### src/rtl/nmcu_pkg.sv
// nmcu_pkg: shared array geometry, data widths and the stream sequencer state encoding.
package nmcu_pkg;
   localparam int DATA_WIDTH    = 8;
   localparam int PSUM_WIDTH    = 32;
   localparam int PE_ROWS       = 4;
   localparam int PE_COLS       = 4;
   localparam int PE_PIPE_DEPTH = 4;
   typedef enum logic [1:0] {IDLE, STREAM, DRAIN, RESULT} pe_seq_state_e;
endpackage

### src/rtl/skew_line.sv
// skew_line: DEPTH-stage shift register with async reset; DEPTH=0 is a plain wire.
module skew_line #(
   parameter int WIDTH = 8,
   parameter int DEPTH = 1
) (
   input  logic             clk,
   input  logic             rst_n,
   input  logic [WIDTH-1:0] d_i,
   output logic [WIDTH-1:0] q_o
);
   if (DEPTH == 0) begin : g_pass
      logic unused_clk_rst;
      assign unused_clk_rst = clk ^ rst_n;
      assign q_o = d_i;
   end else begin : g_sr
      logic [WIDTH-1:0] sr_q [DEPTH];
      always_ff @(posedge clk or negedge rst_n) begin
         if (!rst_n) begin
            for (int i = 0; i < DEPTH; i++) sr_q[i] <= '0;
         end else begin
            sr_q[0] <= d_i;
            for (int i = 1; i < DEPTH; i++) sr_q[i] <= sr_q[i-1];
         end
      end
      assign q_o = sr_q[DEPTH-1];
   end
endmodule

### src/rtl/pe_stream_sequencer.sv
// pe_stream_sequencer: accepts a tile command, streams K skewed operand beats into the
// systolic array, waits out the drain latency and holds a snapshot of the array results.
module pe_stream_sequencer #(
   parameter int DATA_WIDTH = nmcu_pkg::DATA_WIDTH,
   parameter int PSUM_WIDTH = nmcu_pkg::PSUM_WIDTH,
   parameter int PE_ROWS    = nmcu_pkg::PE_ROWS,
   parameter int PE_COLS    = nmcu_pkg::PE_COLS,
   parameter int PE_PIPE    = nmcu_pkg::PE_PIPE_DEPTH,
   parameter int MAX_K      = 256,
   parameter bit SKEW_EN    = 1'b1,
   parameter int DRAIN_LAT  = PE_ROWS + PE_COLS - 2 + PE_PIPE + 1,
   localparam int KW        = $clog2(MAX_K + 1)
) (
   input  logic                                    clk,
   input  logic                                    rst_n,
   input  logic                                    cmd_valid_i,
   output logic                                    cmd_ready_o,
   input  logic [KW-1:0]                           cmd_k_len_i,
   input  logic                                    cmd_accum_i,
   input  logic                                    op_valid_i,
   output logic                                    op_ready_o,
   input  logic                                    op_last_i,
   input  logic [PE_ROWS*DATA_WIDTH-1:0]           op_a_i,
   input  logic [PE_COLS*DATA_WIDTH-1:0]           op_b_i,
   output logic [PE_ROWS-1:0]                      pe_accum_en_o,
   output logic [PE_ROWS*DATA_WIDTH-1:0]           pe_a_o,
   output logic [PE_COLS*DATA_WIDTH-1:0]           pe_b_o,
   input  logic [PSUM_WIDTH*PE_ROWS*PE_COLS-1:0]   pe_result_i,
   output logic                                    res_valid_o,
   input  logic                                    res_ready_i,
   output logic [PSUM_WIDTH*PE_ROWS*PE_COLS-1:0]   res_data_o,
   output logic                                    busy_o,
   output logic                                    err_o
);
   import nmcu_pkg::*;

   localparam int CW = $clog2(DRAIN_LAT + 1);

   pe_seq_state_e                              state_q, state_d;
   logic [KW-1:0]                              k_len_q, k_len_d;
   logic [KW-1:0]                              beat_cnt_q, beat_cnt_d;
   logic [CW-1:0]                              drain_cnt_q, drain_cnt_d;
   logic                                       accum_q, accum_d;
   logic                                       err_q, err_d;
   logic                                       res_valid_q, res_valid_d;
   logic [PSUM_WIDTH*PE_ROWS*PE_COLS-1:0]      res_data_q, res_data_d;
   logic [PE_ROWS*DATA_WIDTH-1:0]              a_s0_q, a_s0_d;
   logic [PE_COLS*DATA_WIDTH-1:0]              b_s0_q, b_s0_d;
   logic                                       acc_s0_q, acc_s0_d;
   logic                                       last_beat;

   assign last_beat = beat_cnt_q == k_len_q - KW'(1);

   // Stage 0 defaults to a zero bubble with accumulate set, which leaves the array psums intact.
   always_comb begin
      state_d     = state_q;
      k_len_d     = k_len_q;
      beat_cnt_d  = beat_cnt_q;
      drain_cnt_d = drain_cnt_q;
      accum_d     = accum_q;
      err_d       = err_q;
      res_valid_d = res_valid_q;
      res_data_d  = res_data_q;
      a_s0_d      = '0;
      b_s0_d      = '0;
      acc_s0_d    = 1'b1;
      case (state_q)
         IDLE: if (cmd_valid_i) begin
            k_len_d     = cmd_k_len_i;
            accum_d     = cmd_accum_i;
            beat_cnt_d  = '0;
            drain_cnt_d = CW'(DRAIN_LAT - 1);
            err_d       = err_q | (cmd_k_len_i == '0);
            state_d     = (cmd_k_len_i == '0) ? DRAIN : STREAM;
         end
         STREAM: if (op_valid_i) begin
            a_s0_d     = op_a_i;
            b_s0_d     = op_b_i;
            acc_s0_d   = (beat_cnt_q == '0) ? accum_q : 1'b1;
            beat_cnt_d = beat_cnt_q + KW'(1);
            err_d      = err_q | (op_last_i != last_beat);
            state_d    = last_beat ? DRAIN : STREAM;
         end
         DRAIN: begin
            drain_cnt_d = (drain_cnt_q == '0) ? drain_cnt_q : drain_cnt_q - CW'(1);
            res_data_d  = (drain_cnt_q == '0) ? pe_result_i : res_data_q;
            res_valid_d = drain_cnt_q == '0;
            state_d     = (drain_cnt_q == '0) ? RESULT : DRAIN;
         end
         RESULT: if (res_ready_i) begin
            res_valid_d = 1'b0;
            state_d     = IDLE;
         end
         default: state_d = IDLE;
      endcase
   end

   always_ff @(posedge clk or negedge rst_n) begin
      if (!rst_n) begin
         state_q     <= IDLE;
         k_len_q     <= '0;
         beat_cnt_q  <= '0;
         drain_cnt_q <= '0;
         accum_q     <= 1'b0;
         err_q       <= 1'b0;
         res_valid_q <= 1'b0;
         res_data_q  <= '0;
         a_s0_q      <= '0;
         b_s0_q      <= '0;
         acc_s0_q    <= 1'b0;
      end else begin
         state_q     <= state_d;
         k_len_q     <= k_len_d;
         beat_cnt_q  <= beat_cnt_d;
         drain_cnt_q <= drain_cnt_d;
         accum_q     <= accum_d;
         err_q       <= err_d;
         res_valid_q <= res_valid_d;
         res_data_q  <= res_data_d;
         a_s0_q      <= a_s0_d;
         b_s0_q      <= b_s0_d;
         acc_s0_q    <= acc_s0_d;
      end
   end

   assign cmd_ready_o = state_q == IDLE;
   assign op_ready_o  = state_q == STREAM;
   assign busy_o      = state_q != IDLE;
   assign res_valid_o = res_valid_q;
   assign res_data_o  = res_data_q;
   assign err_o       = err_q;

   // The accumulate bit rides in the A lane so each row's enable lines up with its data.
   for (genvar r = 0; r < PE_ROWS; r++) begin : g_row
      logic [DATA_WIDTH:0] lane;
      skew_line #(.WIDTH(DATA_WIDTH + 1), .DEPTH(SKEW_EN ? r : 0)) u_skew (
         .clk  (clk),
         .rst_n(rst_n),
         .d_i  ({acc_s0_q, a_s0_q[r*DATA_WIDTH +: DATA_WIDTH]}),
         .q_o  (lane)
      );
      assign {pe_accum_en_o[r], pe_a_o[r*DATA_WIDTH +: DATA_WIDTH]} = lane;
   end

   for (genvar c = 0; c < PE_COLS; c++) begin : g_col
      skew_line #(.WIDTH(DATA_WIDTH), .DEPTH(SKEW_EN ? c : 0)) u_skew (
         .clk  (clk),
         .rst_n(rst_n),
         .d_i  (b_s0_q[c*DATA_WIDTH +: DATA_WIDTH]),
         .q_o  (pe_b_o[c*DATA_WIDTH +: DATA_WIDTH])
      );
   end
endmodule

### config.mk
export PLATFORM = sky130hd
export DESIGN_NAME = pe_stream_sequencer
export DESIGN_NICKNAME = d
export VERILOG_FILES = /design/src/rtl/nmcu_pkg.sv /design/src/rtl/skew_line.sv /design/src/rtl/pe_stream_sequencer.sv
export SDC_FILE = /design/constraint.sdc
export NUM_CORES = 1
export LEC_CHECK = 0
export ABC_AREA = 1
export BUFFER_PORTS_ARGS = -buffer_cell sky130_fd_sc_hd__buf_4
export CAP_MARGIN = 0
export CORE_AREA = 2 2 461 463
export DETAILED_ROUTE_END_ITERATION = 8
export DIE_AREA = 0 0 463 465
export GPL_TIMING_DRIVEN = 0
export HOLD_SLACK_MARGIN = 0.02
export REMOVE_ABC_BUFFERS = 1
export SYNTH_ARGS = -nofsm -noshare
export SYNTH_HDL_FRONTEND = slang
export SYNTH_SLANG_ARGS = --single-unit
### constraint.sdc
create_clock -name clk -period 5 [get_ports clk]
set_clock_uncertainty 0.15 [all_clocks]
set_input_delay 0.25 -clock clk [delete_from_list [all_inputs] [get_ports clk]]
set_output_delay 0.25 -clock clk [all_outputs]
set_load 0.01 [all_outputs]
==> results of run 1 <==
==> state kept, by name (all words and copies together) (netlist names) <==
signal	flops
state_q	2
g_row.u_skew.q_o	27
a_s0_q	32
k_len_q	9
b_s0_q	32
acc_s0_q	1
beat_cnt_q	9
err_o	1
res_data_o	512
g_col.u_skew.q_o	24
g_row.u_skew.g_sr.sr_q	24
accum_q	1
res_valid_o	1
drain_cnt_q	4
g_col.u_skew.g_sr.sr_q	24
==> report_power, final <==
part,total (mW),internal (mW),switching [mW]
Sequential,7.05,6.59,0.463
Combinational,4.46,2.02,2.44
Clock,7.08,4.17,2.92
Total,18.6,12.8,5.82
==> kinds of logic after synthesis <==
kind of cell | after synthesis | share of synthesized area, %
buf+inv | 164 | 4.36
simple gates | 260 | 4.01
fa+ha+maj | 5 | 0.243
xor+xnor | 2 | 0.0679
compound gates | 36 | 0.762
mux | 512 | 22.4
flops | 703 | 68.2
==> cells in the mapped netlist (all sizes together), types with 2 or more instances <==
master,number
nor2,91
mux2,512
nor3,9
dfrtp,703
nand3,24
nand2,133
a21oi,9
ha,5
clkbuf,16
buf,109
a31oi,2
o21ai,21
inv,38
==> cell type report <==
type                    count  area (um2)  area share [%]
diodes                     32        80.1           0.169
clock buffers             117        2600            5.48
clock inverters            51         592            1.25
inverters                  39         149           0.314
multi-input cells         815        7090            14.9
flip-flops and latches    703       17600            37.1
well taps                2821        3530            7.44
repair buffers           1846       15800            33.3
==> through the flow <==
step | hold slack (ns) | setup TNS [ns] | worst slack, ns
5_1_grt | 0.0675 | 0 | 1.59
3_3_place_gp | 0.182 | - | -23.00
3_5_place_dp | 0.185 | 0 | 1.80
4_1_cts | 0.0319 | 0 | 1.82
6_report | 0.0795 | 0 | 1.86
2_1_floorplan | -0.196 | -6337.32 | -12.30
==> final timing paths <==
| check | from | endpoint | slack, ns |
|---|---|---|---|
| worst min register to register | b_s0_q[17]$_DFF_PN0_ | g_col[2].u_skew.g_sr.sr_q[9]$_DFF_PN0_ | 0.19 |
| min in group clk | op_valid_i | a_s0_q[11]$_DFF_PN0_ | 0.14 |
| worst max-delay path | drain_cnt_q[0]$_DFFE_PN0P_ | res_data_o[249]$_DFFE_PN0P_ | 1.86 |
| worst max register to register | drain_cnt_q[0]$_DFFE_PN0P_ | res_data_o[249]$_DFFE_PN0P_ | 1.86 |
| worst min-delay path | rst_n | res_data_o[71]$_DFFE_PN0P_ | 0.08 |
| max in group asynchronous | rst_n | res_data_o[17]$_DFFE_PN0P_ | 2.99 |
==> worst max-delay path, cell delays in order (launching register included) <==
cell and delay (ns):
dfrtp_1 0.36, inv_1 0.13, ha_1 0.22, nand3_4 0.62, buf_16 0.48, buf_16 0.26
buf_16 0.25, mux2_1 0.37
==> per-layer routing <==
layer  share of wire [%]  vias up
li1                    -     9329
met1                  33    10400
met2                  46     1161
met3                  17      403
met4                 4.3       24
met5               0.089        -
==> cell usage in the layout, fill, tap and decap left out, types with 2 or more instances in the layout <==
cell type / instances
nor2_2: 2
inv_6: 6
nand2_1: 132
nand3_1: 23
ha_1: 5
buf_16: 15
mux2_1: 348
diode_2: 32
nor3_1: 9
mux2_2: 164
clkbuf_8: 12
inv_1: 34
inv_2: 3
clkinv_4: 5
a31oi_1: 2
buf_4: 1175
a21oi_1: 9
clkbuf_16: 96
dlygate4sd3_1: 654
nor2_1: 89
clkbuf_1: 9
dfrtp_1: 703
o21ai_1: 2
bufinv_16: 9
clkinvlp_4: 15
clkinv_2: 13
o21ai_0: 19
==> run summary, run 1 <==
Outcome: finished, final reports clean
Main flop type after synthesis: dfrtp_1
Total Routing Usage GR: 15.2%
Final setup viols: 0
Die Footprint: 215,000 um2
WP data arrival: 3.58 ns
Pwr per Cell Area: 392 nW/um2
Yosys top cell by area: dfrtp_1
Post-Place Cells: 5,570
Routed vias: 21,300
Met3 Use GR: 11.7%
Layout area overhead: 84.0%
Yosys warning count: 0
Yosys top cell area share: 68.2%
Pins Over Slew Limit: 0
Overflow after GRT: 0
HPWL after DPL: 138,000 um
IO Port Bufs: 1,176
Number of I/O pins: 1,177
GR Layer Usage met1: 14.6%
Post-synthesis async set-or-reset flop share: 100%
Drt via density: 3.32
Required time of the worst setup path: 5.43 ns
Num CTS Buffers: 94
Core Area: 211,000 um2
# DRC: 0
1st-pass router iterations: 6
CTS tree: yes
FP Rows: 169
# fillers: 22,200
Setup crit start kind: register
R2r worst-path depth: 7
Slew @ Worst Pin: 0.944 ns
Final ANT Viol Nets: 0
First-pass GRT wire length: 217,000 um
CTS max path bufs: 3
Die Y-Extent: 465 um
Mapped Cells: 1,682
CTS sink cnt: 703
Worst-path fanout max: 62
Cts repair resizes: 0
Clock latency on the worst-skew pair: 0.71 ns
Met2 GRT Util: 25.0%
Final core occ: 22.5%
Setup Crit Path Kind: register to register
Gr busiest metal: met2
Netlist cell types: 31
Postcts setup bufs: 0
Final #Nets: 4,096
Die extent in x: 463 um
Dpl cell area: 37,600 um2
Relative slew slack: 37.1%
Final Non-Filler Cells: 6,424
Reported leakage power: 21.5 nW
WL final: 167,000 um
Avg WL per Cell: 26.0 um
Avg Synthesized Cell Area: 15.3 um2
Worst-path clk slew: 0.06 ns
Max Cap Viol: 0
Fmax: 0.318 GHz
Final period util: 62.8%
RSZ-0062 raised after global routing: false
Initial DRC Count: 734
Vias in the first global route: 23,200
Type of the worst min-delay path: primary input to async pin
CTS Hold Bufs: 654
Register area share after synthesis: 68.2%
Max VDD drop: 316 uV
Tot Pwr: 18.6 mW
Htree depth: 3
Final hold vios: 0
Post-synth EDFFs: 0
Initial core utilization: 12.2%
Pin count of the biggest net entering global routing: 113
Fin area: 47,400 um2
Crit. End Element: register
Min Tclk post-route: 3.14 ns
Routability cong.: 0.889
Fraction of layout cells with a size suffix above 1: 42.7%
Initial antenna violation count: 129
Synthesized area: 25,800 um2
Clock root buffer: clkbuf_16
Synthesized flop and latch total: 703
Area contributors post-synth: dfrtp_1 68%, mux2_1 15%, mux2_2 7.2%
No activity file was read; power rests on OpenSTA's default activity.
==> run 2, diff against run 1 <==
--- a/config.mk
+++ b/config.mk
@@ -8,9 +8,9 @@
 export ABC_AREA = 1
 export BUFFER_PORTS_ARGS = -buffer_cell sky130_fd_sc_hd__buf_4
 export CAP_MARGIN = 0
-export CORE_AREA = 2 2 461 463
+export CORE_AREA = 2 2 452 454
 export DETAILED_ROUTE_END_ITERATION = 8
-export DIE_AREA = 0 0 463 465
+export DIE_AREA = 0 0 454 456
 export GPL_TIMING_DRIVEN = 0
 export HOLD_SLACK_MARGIN = 0.02
 export REMOVE_ABC_BUFFERS = 1
==> constraint.sdc (replaced) <==
create_clock -name clk -period 3.05 [get_ports clk]
set_clock_uncertainty 0.15 [all_clocks]
set_input_delay 0.1525 -clock clk [delete_from_list [all_inputs] [get_ports clk]]
set_output_delay 0.1525 -clock clk [all_outputs]
set_load 0.01 [all_outputs]
==> run 2 against run 1 <==
Effect of this change:
- clock power up 65%
- worst hold slack better by 0.020 ns
- critical path depth up 5
- largest cell class is now buffers
- flip-flop and latch count unchanged
- setup slack worse by 1.5 ns
- register-to-register slack worse by 1.5 ns
- first-iteration DRC count up 63%
- die area down 3.8%
- sequential share of layout area down 2.2 points
- maximum frequency up 15%
==> run summary, run 2 (same netlist as run 1, synthesis figures left out) <==
Most common cell after layout, fill and taps aside: buf_4
Clock root buffer: clkbuf_16
# DRC: 0 (unchanged)
Min-delay src: pe_result_i[429]
WP data arrival: 3.18 ns (-0.40 ns)
Max VDD drop: 408 uV (+29%)
Routed vias: 22,800 (+7.1%)
Final hold slack: 0.0996 ns (+0.0201 ns)
Final period util: 89.8% (+27 points)
Min Tclk post-route: 2.74 ns (-0.402 ns)
Final hold vios: 0 (unchanged)
# fillers: 20,900 (-5.9%)
Vias in the first global route: 24,400 (+5.1%)
Commonest cells after routing, fill and taps aside: 1,177 x buf_4, 969 x dlygate4sd3_1, 703 x dfrtp_1, 348 x mux2_1, 164 x mux2_2
Pins Over Slew Limit: 0 (unchanged)
Total Routing Usage GR: 14.8% (-0.39 points)
Sw frac: 30.1% (-1.2 points)
Max Cap Viol: 0 (unchanged)
RR Endpoint: state_q[0]$_DFFE_PN0P_
WL final: 158,000 um (-5.4%)
Post-Place Cells: 5,423 (-2.6%)
Die Y-Extent: 456 um (-1.9%)
Final setup viols: 0 (unchanged)
Final ANT Viol Nets: 0 (unchanged)
Register area: 17,600 um2 (unchanged)
Initial antenna violation count: 112 (-13%)
First-pass GRT wire length: 208,000 um (-4.1%)
Met3 Use GR: 8.70% (-3.0 points)
RSZ-0062 raised after global routing: false
Gr busiest metal: met2
Tot Pwr: 30.7 mW (+65%)
Setup crit start kind: register
Htree depth: 3 (unchanged)
Pwr per Cell Area: 609 nW/um2 (+55%)
Final Non-Filler Cells: 6,586 (+2.5%)
Outcome: finished, final reports clean
Reported leakage power: 22.8 nW (+6.4%)
Overflow after GRT: 0 (unchanged)
1st-pass router iterations: 4 (-2)
Routability cong.: 0.936 (+5.3%)
Reg-to-reg slack, setup: 0.31 ns (-1.55 ns)
Worst-path clk slew: 0.06 ns (about the same)
Crit. End Element: register
Drt via density: 3.47 (+4.4%)
CTS sink cnt: 703 (unchanged)
CTS max path bufs: 3 (unchanged)
Clock power share: 38.0% (about the same)
Setup Crit Path Kind: register to register
Final #Nets: 4,414 (+7.8%)
Int Pwr: 21.5 mW (+68%)
Layout area overhead: 95.8%
Relative slew slack: 44.7% (+7.6 points)
RR Startpoint: k_len_q[0]$_DFFE_PN0P_
Worst-path fanout max: 6 (-90%)
HPWL after DPL: 123,000 um (-10%)
Initial DRC Count: 1,197 (+63%)
Max reg flops: 512 (unchanged)
Gate power share: 24.3% (+0.3 points)
Core Area: 202,000 um2 (-4.3%)
Hold EP: res_data_o[429]$_DFFE_PN0P_
CTS tree: yes
Reported net switching power: 9.25 mW (+59%)
Multi-input gate area: 7100 um2 (+0.14%)
Final core occ: 25.0% (+2.5 points)
Slew @ Worst Pin: 0.829 ns (-0.115 ns)
Initial core utilization: 12.8% (+0.55 points)
R2r worst-path depth: 12 (+5)
Fmax: 0.365 GHz (+15%)
IO Port Bufs: 1,176 (unchanged)
Die Footprint: 207,000 um2 (-3.8%)
Number of I/O pins: 1,177 (unchanged)
Clock latency on the worst-skew pair: 0.71 ns (about the same)
Worst Setup SP: k_len_q[0]$_DFFE_PN0P_
FP Rows: 165 (-2.4%)
Sequential share of power: 37.8% (about the same)
Cts repair resizes: 0 (unchanged)
Type of the worst min-delay path: primary input to register
Hold Crit Depth: 3
Avg WL per Cell: 24.0 um (-7.8%)
Pre-CTS WS: 0.00524 ns (-1.80 ns)
Die extent in x: 454 um (-1.9%)
Num CTS Buffers: 91 (-3.2%)
Fraction of layout cells with a size suffix above 1: 39.1% (-3.6 points)
GR Layer Usage met1: 14.7% (+0.039 points)
Required time of the worst setup path: 3.49 ns (-1.94 ns)
Final worst slack: 0.311 ns (-1.55 ns)
Met2 GRT Util: 25.4% (+0.45 points)
Pin count of the biggest net entering global routing: 123 (+8.8%)
==> run 2: power by group through the flow <==
stage               clock network (mW)  logic (mW)  registers (mW)
floorplan                            0        1.53            12.1
global placement                     0        6.30            11.7
detailed placement                   0        6.38            11.7
CTS                               12.2        7.58            11.6
global route                      12.5        8.10            11.8
finish                            11.7        7.46            11.6
==> run 2: final cells by class <==
| cell class | count | share of cell area [%] |
|---|---|---|
| inverter | 39 | 0.290 |
| antenna | 29 | 0.144 |
| clock buffer | 119 | 5.01 |
| sequential | 703 | 34.8 |
| timing repair buffer | 2166 | 37.7 |
| clock inverter | 42 | 1.30 |
| tap | 2672 | 6.62 |
| multi-input combinational | 816 | 14.1 |
==> run 2: worst max path at each step <==
| stage | endpoint | slack, ns | cells past startpoint |
|---|---|---|---|
| global route | state_q[0]$_DFFE_PN0P_ | 0.15 | 12 |
| global placement | res_data_o[291]$_DFFE_PN0P_ | -24.84 | 3 |
| floorplan | res_data_o[163]$_DFFE_PN0P_ | -14.25 | 3 |
| finish | state_q[0]$_DFFE_PN0P_ | 0.31 | 12 |
| detailed placement | res_data_o[180]$_DFFE_PN0P_ | 0.005 | 7 |
| CTS | state_q[0]$_DFFE_PN0P_ | 0.35 | 12 |
==> run 2: per-layer routing <==
metal	vias to the layer above	routed length [um]
li1	9962	-
met1	11500	53100
met2	1017	77400
met3	350	20700
met4	0	6710
met5	-	0
==> run 2: metrics by stage <==
step,area (um2),TNS (ns)
global route,50500,0
CTS,50400,0
detailed placement,37500,0
finish,50500,0
floorplan,24800,-7347.42
global placement,37000,-
==> run 2: repair_timing <==
| item | in CTS | in global routing |
|---|---|---|
| hold buffers | 970 | 0 |
| endpoints found under the setup margin | 61 | 0 |
| buffers inserted | 2 | 0 |
| hold endpoints to repair | 1051 | 0 |
==> run 2: critical path, cell delays in order, from the launching register on <==
cell           delay, ns
dfrtp_1             0.40
inv_1               0.17
ha_1                0.23
nand3_1             0.17
o21ai_0             0.28
nand2_1             0.10
nand2_1             0.07
nand2_1             0.04
nor2_1              0.15
nand2_1             0.12
nand2_1             0.07
a31oi_1             0.07
dlygate4sd3_1       0.60
==> run 3, diff against run 2 <==
--- a/config.mk
+++ b/config.mk
@@ -13,7 +13,6 @@
 export DIE_AREA = 0 0 454 456
 export GPL_TIMING_DRIVEN = 0
 export HOLD_SLACK_MARGIN = 0.02
-export REMOVE_ABC_BUFFERS = 1
 export SYNTH_ARGS = -nofsm -noshare
 export SYNTH_HDL_FRONTEND = slang
 export SYNTH_SLANG_ARGS = --single-unit
==> run 3 against run 2 <==
Effect of this change:
- clock-buffer cell count decreased by 3
- largest cell class unchanged
- worst hold slack improved by 0.0032 ns
- clock power decreased by 11%
- routed wire length decreased by 1.3%
- first-iteration DRC count increased by 7.8%
- sequential share of layout area increased by 0.44 points
- via count increased by 0.30%
- maximum frequency decreased by 3.7%
- die area unchanged
- non-clock buffer count increased by 22
==> run summary, run 3 (same netlist as run 1, synthesis figures left out) <==
Overflow after GRT: 0 (unchanged)
# DRC: 0 (unchanged)
Final ANT Viol Nets: 0 (unchanged)
Met1 wire length: 54,900 um (+3.4%)
Postcts setup bufs: 0 (-2)
Slew @ Worst Pin: 1.09 ns (+0.258 ns)
Initial DRC Count: 1,290 (+7.8%)
Core Area: 202,000 um2 (unchanged)
Top sig layer: met5
Fin area: 49,900 um2 (-1.2%)
HPWL after DPL: 125,000 um (+1.2%)
CTS sink cnt: 703 (unchanged)
Max reg flops: 512 (unchanged)
Clock root buffer: clkbuf_16
Final #Nets: 4,430 (+0.36%)
Commonest cells after routing, fill and taps aside: 1,227 x buf_4, 881 x dlygate4sd3_1, 703 x dfrtp_1, 348 x mux2_1, 164 x mux2_2
Layout area overhead: 93.4%
CTS tree: yes
Slowest cell on the critical path: buf_2
Avg WL per Cell: 23.6 um (-1.7%)
Min Tclk post-route: 2.84 ns (+0.104 ns)
Die extent in x: 454 um (unchanged)
RR Startpoint: drain_cnt_q[0]$_DFFE_PN0P_
Crit path cell chain: inv_1 > ha_1 > nand3_1 > buf_2 > buf_6 > buf_6 > a31oi_1 > dlygate4sd3_1
Type of the worst min-delay path: primary input to register
Most common cell after layout, fill and taps aside: buf_4
Number of I/O pins: 1,177 (unchanged)
Setup Crit Path Kind: register to register
1st-pass router iterations: 5 (+1)
Dpl cell area: 38,100 um2 (+1.7%)
Initial core utilization: 12.8% (unchanged)
Pwr per Cell Area: 591 nW/um2 (-2.9%)
First-pass GRT wire length: 207,000 um (-0.55%)
FP Rows: 165 (unchanged)
IO Port Bufs: 1,176 (unchanged)
Die Y-Extent: 456 um (unchanged)
CTS max path bufs: 3 (unchanged)
Setup crit start kind: register
Worst path max stage delay: 0.72 ns (+0.12 ns)
Outcome: finished, final reports clean
Total Routing Usage GR: 14.6% (-0.21 points)
Clock latency on the worst-skew pair: 0.69 ns (-0.02 ns)
Required time of the worst setup path: 3.48 ns (about the same)
Worst-path clk slew: 0.06 ns (about the same)
Final worst slack: 0.207 ns (-0.104 ns)
Relative slew slack: 27.5% (-17 points)
Max Cap Viol: 0 (unchanged)
Fraction of layout cells with a size suffix above 1: 41.0% (+1.9 points)
Crit. End Element: register
WP data arrival: 3.27 ns (+0.09 ns)
Initial antenna violation count: 96 (-14%)
Drt via density: 3.46 (-0.11%)
Worst-path fanout max: 10 (+4)
Fmax: 0.352 GHz (-3.7%)
Routed length on met2: 78,100 um (+0.91%)
Final core occ: 24.7% (-0.31 points)
Htree depth: 3 (unchanged)
Final hold vios: 0 (unchanged)
WL final: 156,000 um (-1.3%)
Pre-CTS WS: 0.0469 ns (+0.0417 ns)
RSZ-0062 raised after global routing: false
Tot Pwr: 29.5 mW (-4.1%)
Routed vias: 22,900 (+0.30%)
Vias in the first global route: 24,500 (+0.42%)
Min-delay src: pe_result_i[309]
CP most frequent cell: buf_6
Pins Over Slew Limit: 0 (unchanged)
Final setup viols: 0 (unchanged)
Setup TNS: 0 ns (unchanged)
Reported leakage power: 22.8 nW (-0.40%)
Worst Setup SP: drain_cnt_q[0]$_DFFE_PN0P_
Final period util: 93.2% (+3.4 points)
Die Footprint: 207,000 um2 (unchanged)
Routability cong.: 0.933 (-0.35%)
Pin count of the biggest net entering global routing: 118 (-4.1%)
Syn nets: 2,279
Max VDD drop: 411 uV (+0.75%)
Num CTS Buffers: 86 (-5.5%)
Met3 WL: 14,600 um (-30%)
run 3: final cells by class:
type / instances / area, um2
Tap cell: 2672 / 3340
Sequential cell: 703 / 17600
Antenna cell: 41 / 103
Buffer: 125 / 985
Fill cell: 20900 / 152000
Timing Repair Buffer: 2063 / 17800
Inverter: 39 / 146
Clock inverter: 39 / 407
Clock buffer: 116 / 2400
Multi-Input combinational cell: 815 / 7080
run 3: what timing repair did:
item / 4_1_cts / 5_1_grt
gates resized for setup: 0 / 4
hold endpoints to repair: 988 / 0
hold buffers: 881 / 0
setup endpoints to repair: 0 / 104
run 3: worst paths after layout:
check | to | slack [ns] | cells after the start
setup / recovery | state_q[0]$_DFFE_PN0P_ | 0.21 | 8
hold / removal | res_data_o[309]$_DFFE_PN0P_ | 0.10 | 3
setup reg to reg | state_q[0]$_DFFE_PN0P_ | 0.21 | 8
hold reg to reg | g_row[2].u_skew.q_o[2]$_DFF_PN0_ | 0.18 | 0
max in group asynchronous | res_data_o[487]$_DFFE_PN0P_ | 0.37 | 6
min in group asynchronous | res_data_o[458]$_DFFE_PN0P_ | 0.40 | 3
run 3: routing by layer:
layer / track usage [%] / vias to the layer above
met5: 0 / -
met4: 7.22 / 2
met3: 5.69 / 328
met2: 25.5 / 1057
met1: 15.1 / 11500
li1: - / 9993
run 3: power by group:
part	switching (mW)	internal [mW]
Sequential	0.840	10.8
Clock	4.49	5.90
Combinational	3.76	3.70
Total	9.08	20.4
run 3: critical path, delay by kind of cell, from the launching register on:
kind | cells | cell delay, ns
and+or+nand+nor | 1 | 0.11
AOI/OAI and AO/OA | 1 | 0.09
adders and majority gates | 1 | 0.21
buffers and inverters | 5 | 1.84
DFF | 1 | 0.32
run 3: through the flow:
step | std cells | hold slack [ns]
6_report | 6613 | 0.103
5_1_grt | 6590 | 0.0519
4_1_cts | 6572 | 0.0200
3_5_place_dp | 5536 | 0.0864
3_3_place_gp | 5530 | 0.181
2_1_floorplan | 1682 | -0.293
